**src/rtl/fsm_bit_serializer.sv**
```systemverilog
// Parallel-to-serial feeder for the Mealy FSM's serial input.
// A one-word holding register lets consecutive words stream with no idle gap.
module fsm_bit_serializer #(
  parameter int unsigned DATA_WIDTH = 8,
  parameter int unsigned BIT_CYCLES = 1,
  parameter bit          MSB_FIRST  = 1'b1,
  parameter bit          IDLE_LEVEL = 1'b1
) (
  input  logic                  Clk,
  input  logic                  Reset_n,
  input  logic [DATA_WIDTH-1:0] In_Data,
  input  logic                  In_Valid,
  output logic                  In_Ready,
  output logic                  Ser_Out,
  output logic                  Ser_Active,
  output logic                  Word_Done
);

  localparam int unsigned BW = $clog2(DATA_WIDTH);
  localparam int unsigned CW = $clog2(BIT_CYCLES) + 1;
  localparam logic [BW-1:0] BIT_LAST = BW'(DATA_WIDTH - 1);
  localparam logic [CW-1:0] CYC_LAST = CW'(BIT_CYCLES - 1);

  typedef enum logic {IDLE, SHIFT} state_t;

  state_t                state, state_next;
  logic                  hold_valid;
  logic [DATA_WIDTH-1:0] hold_data;
  logic [DATA_WIDTH-1:0] shreg;
  logic [BW-1:0]         bit_cnt;
  logic [CW-1:0]         cyc_cnt;
  logic                  accept, period_end, word_end, load, advance;

  function automatic logic first_bit(input logic [DATA_WIDTH-1:0] w);
    return MSB_FIRST ? w[DATA_WIDTH-1] : w[0];
  endfunction

  function automatic logic [DATA_WIDTH-1:0] shift_on(input logic [DATA_WIDTH-1:0] w);
    return MSB_FIRST ? (w << 1) : (w >> 1);
  endfunction

  always_ff @(posedge Clk or negedge Reset_n) begin
    if (!Reset_n) state <= IDLE;
    else          state <= state_next;
  end

  // A load happens from IDLE or at the last edge of a word, so back-to-back words never idle.
  always_comb begin
    period_end = (state == SHIFT) && (cyc_cnt == CYC_LAST);
    word_end   = period_end && (bit_cnt == BIT_LAST);
    load       = hold_valid && ((state == IDLE) || word_end);
    advance    = period_end && !word_end;
    state_next = state;
    if (load)          state_next = SHIFT;
    else if (word_end) state_next = IDLE;
  end

  always_comb begin
    In_Ready   = Reset_n & ~hold_valid;
    Ser_Active = (state == SHIFT);
    accept     = In_Valid & In_Ready;
  end

  // shreg holds the bits not yet driven; Ser_Out is always the registered current bit.
  always_ff @(posedge Clk or negedge Reset_n) begin
    if (!Reset_n) begin
      hold_valid <= 1'b0;
      hold_data  <= '0;
      shreg      <= '0;
      bit_cnt    <= '0;
      cyc_cnt    <= '0;
      Ser_Out    <= IDLE_LEVEL;
      Word_Done  <= 1'b0;
    end else begin
      Word_Done <= word_end;

      if (accept) begin
        hold_valid <= 1'b1;
        hold_data  <= In_Data;
      end else if (load) begin
        hold_valid <= 1'b0;
      end

      if (load) begin
        shreg   <= shift_on(hold_data);
        Ser_Out <= first_bit(hold_data);
        bit_cnt <= '0;
        cyc_cnt <= '0;
      end else if (advance) begin
        shreg   <= shift_on(shreg);
        Ser_Out <= first_bit(shreg);
        bit_cnt <= bit_cnt + 1'b1;
        cyc_cnt <= '0;
      end else if (word_end) begin
        Ser_Out <= IDLE_LEVEL;
        bit_cnt <= '0;
        cyc_cnt <= '0;
      end else if (state == SHIFT) begin
        cyc_cnt <= cyc_cnt + 1'b1;
      end
    end
  end

endmodule
```
**config.mk**
```make
export PLATFORM = sky130hd
export DESIGN_NAME = fsm_bit_serializer
export DESIGN_NICKNAME = d
export VERILOG_FILES = /design/src/rtl/fsm_bit_serializer.sv
export SDC_FILE = /design/constraint.sdc
export NUM_CORES = 1
export LEC_CHECK = 0
export ABC_AREA = 1
export BUFFER_PORTS_ARGS = -buffer_cell sky130_fd_sc_hd__buf_2
export CORE_UTILIZATION = 30
export DETAILED_ROUTE_END_ITERATION = 7
export PLACE_DENSITY = 0.45
export SYNTH_ARGS = -nofsm -noshare
export SYNTH_HDL_FRONTEND = slang
export SYNTH_SLANG_ARGS = --single-unit
```
**constraint.sdc**
```tcl
create_clock -name Clk -period 1.95 [get_ports Clk]
set_input_delay 0.195 -clock Clk [delete_from_list [all_inputs] [get_ports Clk]]
set_output_delay 0.195 -clock Clk [all_outputs]
set_load 0.03 [all_outputs]
```
# After elaboration in Yosys (flattened, before gate mapping)
# Index checks and enable logic that the tools add are counted.
# W data, S select, Z words.
# word_totals
word_cells	43
in_bits	11
ramBits	0
n_memories	0
register_bits	24
output_inout_bits	4
mem_bits_ro	0
latchBits	0
# op_classes
bitwise_logic	5
n_reduce_logical	11
eq_ne	1
n_lt_le_gt_ge	0
shift	0
div	0
mux	16
multipliers	0
add_sub_neg	2
# ops
op	count
$mux W8	2
$mux W1	11
$mux W3	3
$reduce_bool A2 Y1	3
$logic_and A1 B1 Y1	4
$reduce_bool A4 Y1	1
$add A3 B1 Y3 const B	1
$eq A3 B3 Y1 const B	1
$not A1 Y1	3
$reduce_bool A3 Y1	1
$and A1 B1 Y1	2
$add A1 B1 Y1 const B	1
$logic_not A1 Y1	1
$logic_or A1 B1 Y1	1

# Depth between registers and ports, before layout
# depth
ltp_word	7
depth_mapped	8
ltp_nobuf	8

# Worst setup path after synthesis
# No wires, ideal clock.
# synth_path
path_kind	register to register
start	register bit_cnt[0]
end	register shreg[2]
stages_incl_launch_ff	9
n_path_buf	1
t_arrival_ns	1.279
period_less_slack_ns	1.395
setup_slack_ns	0.555
t_required_ns	1.833
setup_time_ns	0.117
cell_sequence	dfrtp_1 -> ha_1 -> ha_1 -> inv_2 -> o21ai_4 -> nand2_4 -> buf_6 -> nand3_1 -> nand2_1
# synth_between
elab_chain_len	5
elab_cells_between_ends	8
classes_between	eq/ne: 1; mux: 1; reduce/logical: 6
# synth_rtl
element	line	text
start: declaration	30	logic [BW-1:0] bit_cnt;
start signal: assignment	92	bit_cnt <= bit_cnt + 1'b1;
$eq A3 B3 Y1 (*)	50	word_end = period_end && (bit_cnt == BIT_LAST);
$logic_and A1 B1 Y1 (*)	50	
$logic_or A1 B1 Y1 / $logic_not A1 Y1 (equally long branches)	51, 52	
$logic_and A1 B1 Y1, on equally long branches	51, 52	
$mux W8 / $reduce_bool A2 Y1 (equally long branches)	-	
end signal: assignment	85	shreg <= shift_on(hold_data);
end signal: assignment	90	shreg <= shift_on(shreg);
end: declaration	29	logic [DATA_WIDTH-1:0] shreg;
# Mark *: on every way between the ends. The rest lies on a longest branch, timed or not.
# A chain may end at the register's enable or synchronous reset.

# Final worst setup path
# layout_path
start	register bit_cnt[0]
end	register shreg[4]
# The elaborated chain is that of the path after synthesis.

==> run_results.csv <==
group,metric,value,unit
status,status,"complete, no violations",
worst_setup_path,worst_ep_arrival_time,1.91,ns
route,drt_iter0_markers,43,
clock_network,h-tree-depth,1,
global_routing,track_usage,0.133,
yosys,netlist_top_cells_area,"dfrtp_1 (51%), nand2_1 (13%), nand3_1 (8.9%)",
pwr,ir_worst_vdd,0.404,mV
min_path,hold_class,"in -> reg",
floorplan,dieWidth,61.7,um
place,port_buffers,14,
clock_network,cts.sinks,23,
layout,layout-drive-gt1-share,0.199,
layout,ff_latch_area,577,um2
sta,fmax,0.606,GHz
clock_network,post-cts-setup-buffers,0,
route,drtAntennaViolNets,0,
floorplan,chipHeight,61.7,um
clock_network,cts.repair.resized,0,
sta,fin_skew,0.0146,ns
clock_network,cts_tree,"built",
clock_network,ctsHoldBuffers,1,
route,vias_per_cell,4.25,
sta,drv_slew,0,
place,dp_hpwl,1420,um
yosys,synth_nets,138,
route,wire_per_inst,10.6,um
yosys,synth_area,1070,um2
layout,syn_to_final_growth,13.1,%
worst_setup_path,end_kind,"flop",
sta,slew_headroom,0.707,
yosys,ys_ff_latch,23,
global_routing,grt.overflow.total,0,
global_routing,grt_pass1_wl,3620,um
job,cap_violations,0,
pwr,p_leak,0.000667,uW
yosys,ys_warn_count,0,
sta,finalCritPeriodShare,0.846,
clock_network,worst_skew_pair.late_latency,0.32,ns
layout,final_cell_mix,"nand2_1 (37), dfrtp_1 (22), nand3_1 (19), buf_2 (14), inv_1 (12)",
global_routing,grt_pass1_vias,807,
yosys,synth_cells,125,
worst_setup_path,critPathKind,"reg -> reg",
sta,tightestPinTransition,0.440,ns
route,wirelength,1980,um
floorplan,dieArea,3810,um2
layout,final_nets,155,
route,dr.pass1.iters,4,
worst_setup_path,worstPathRequired,2.21,ns
floorplan,initial_core_util,0.318,
clock_network,cts_made_buffers,3,
sta,tns,0,ns
clock_network,path_clk_slew,0.14,ns
floorplan,num_rows,21,
layout,final_common_cell,"nand2_1",
sta,min_period,1.65,ns
sta,finalHoldViolCount,0,
sta,rsz0062_at_grt,"false",
yosys,yosys.area.top_type,"dfrtp_1",
global_routing,antenna_found_initial,0,
sta,setup_viol,0,
clock_network,cts-root-buf,"clkbuf_4",
yosys,yosysTopAreaCellShare,0.515,
pwr,p_per_area,1510,nW/um2
place,gp_congestion,0.787,
layout,nFillCells,382,
floorplan,io_pins,15,
sta,whs,0.0941,ns
yosys,avgSynthCellArea,8.56,um2
layout,antenna_cells,0,
route,drc_errors,0,
global_routing,grt_max_degree,24,
clock_network,clockBufferDepth,2,
yosys,synth.distinct_cells,19,
worst_setup_path,crit_fanout,18,
floorplan,core_area,3360,um2
worst_setup_path,worst_setup_path_start_kind,"flop",
layout,multiInputGateArea,412,um2
route,dr_total_vias,794,
yosys,seq_area_frac_synth,0.539,
-- Yosys cell counts --
cell type  instances
nand2_1           37
dfrtp_1           22
nand3_1           19
inv_1             12
nor2_1             9
a21oi_1            7
nand2_2            3
buf_2              2
buf_6              2
ha_1               2
o21ai_0            2
dfstp_2            1
inv_2              1
nand2_4            1
nor2_2             1
nor2_4             1
nor3_1             1
o21ai_1            1
o21ai_4            1
-- path summary, 6_finish.rpt --
check / depth (start not counted) / slack [ns] / from / end
worst max-delay path: 8 / 0.30 / bit_cnt[0] / shreg[4]
worst max register to register: 8 / 0.30 / bit_cnt[0] / shreg[4]
min in group asynchronous: 3 / 0.39 / Reset_n / Word_Done
max in group asynchronous: 3 / 1.27 / Reset_n / Ser_Out
worst min-delay path: 3 / 0.09 / In_Data[0] / hold_data[0]
worst min register to register: 2 / 0.50 / hold_data[0] / hold_data[0]
-- state kept, by name (all words and copies together), names as in the netlist --
name,cells
hold_data,8
shreg,7
bit_cnt,3
Ser_Active,1
Ser_Out,1
Word_Done,1
cyc_cnt,1
hold_valid,1
-- area by class of cell --
type,instances,share of cell area
Sequential cell,23,0.477
Timing Repair Buffer,16,0.0724
Clock buffer,3,0.0186
Clock inverter,1,0.00414
Inverter,13,0.0403
Multi-Input combinational cell,85,0.340
Tap cell,46,0.0476
-- kinds of logic after synthesis --
logic type | after synthesis | share of synthesized area
buffers and inverters | 17 | 0.0760
AO/OA/AOI/OAI | 11 | 0.0620
AND/OR/NAND/NOR | 72 | 0.299
adder cells (fa/ha/maj) | 2 | 0.0234
flip-flops | 23 | 0.539
-- layer usage --
layer  part of all wire  track usage  routed length [um]  up-vias
met5                  0            0                   0        -
met4             0.0086       0.0635                  17        0
met3              0.051       0.0373                 101        2
met2               0.42        0.192                 828       17
met1               0.52        0.183                1040      351
li1                   -            -                   -      424
-- power by group --
| group | switching, uW | internal, uW | leakage [uW] |
|---|---|---|---|
| logic | 513 | 262 | 0.000374 |
| clock network | 152 | 76.7 | 0.0000177 |
| registers | 132 | 691 | 0.000275 |
-- worst max-delay path, stage by stage, from the launching register on --
cell,delay [ns]
dfrtp_1,0.40
ha_1,0.15
ha_1,0.23
inv_2,0.09
o21ai_4,0.29
nand2_4,0.20
nand2_1,0.10
nand2_1,0.06
nand2_1,0.05
-- stage by stage --
| step | cell area, um2 | worst slack, ns | power (uW) | utilization | cells |
|---|---|---|---|---|---|
| after floorplan | 1070 | 0.555 | 1470 | - | 125 |
| after global placement | 1170 | 0.376 | 1610 | 0.349 | 182 |
| after detailed placement | 1170 | 0.352 | 1610 | 0.349 | 182 |
| after CTS | 1210 | 0.302 | 1850 | 0.360 | 187 |
| after global routing | 1210 | 0.0945 | 2030 | 0.360 | 187 |
| final | 1210 | 0.300 | 1830 | 0.360 | 187 |
No activity file was read; power rests on OpenSTA's default activity.
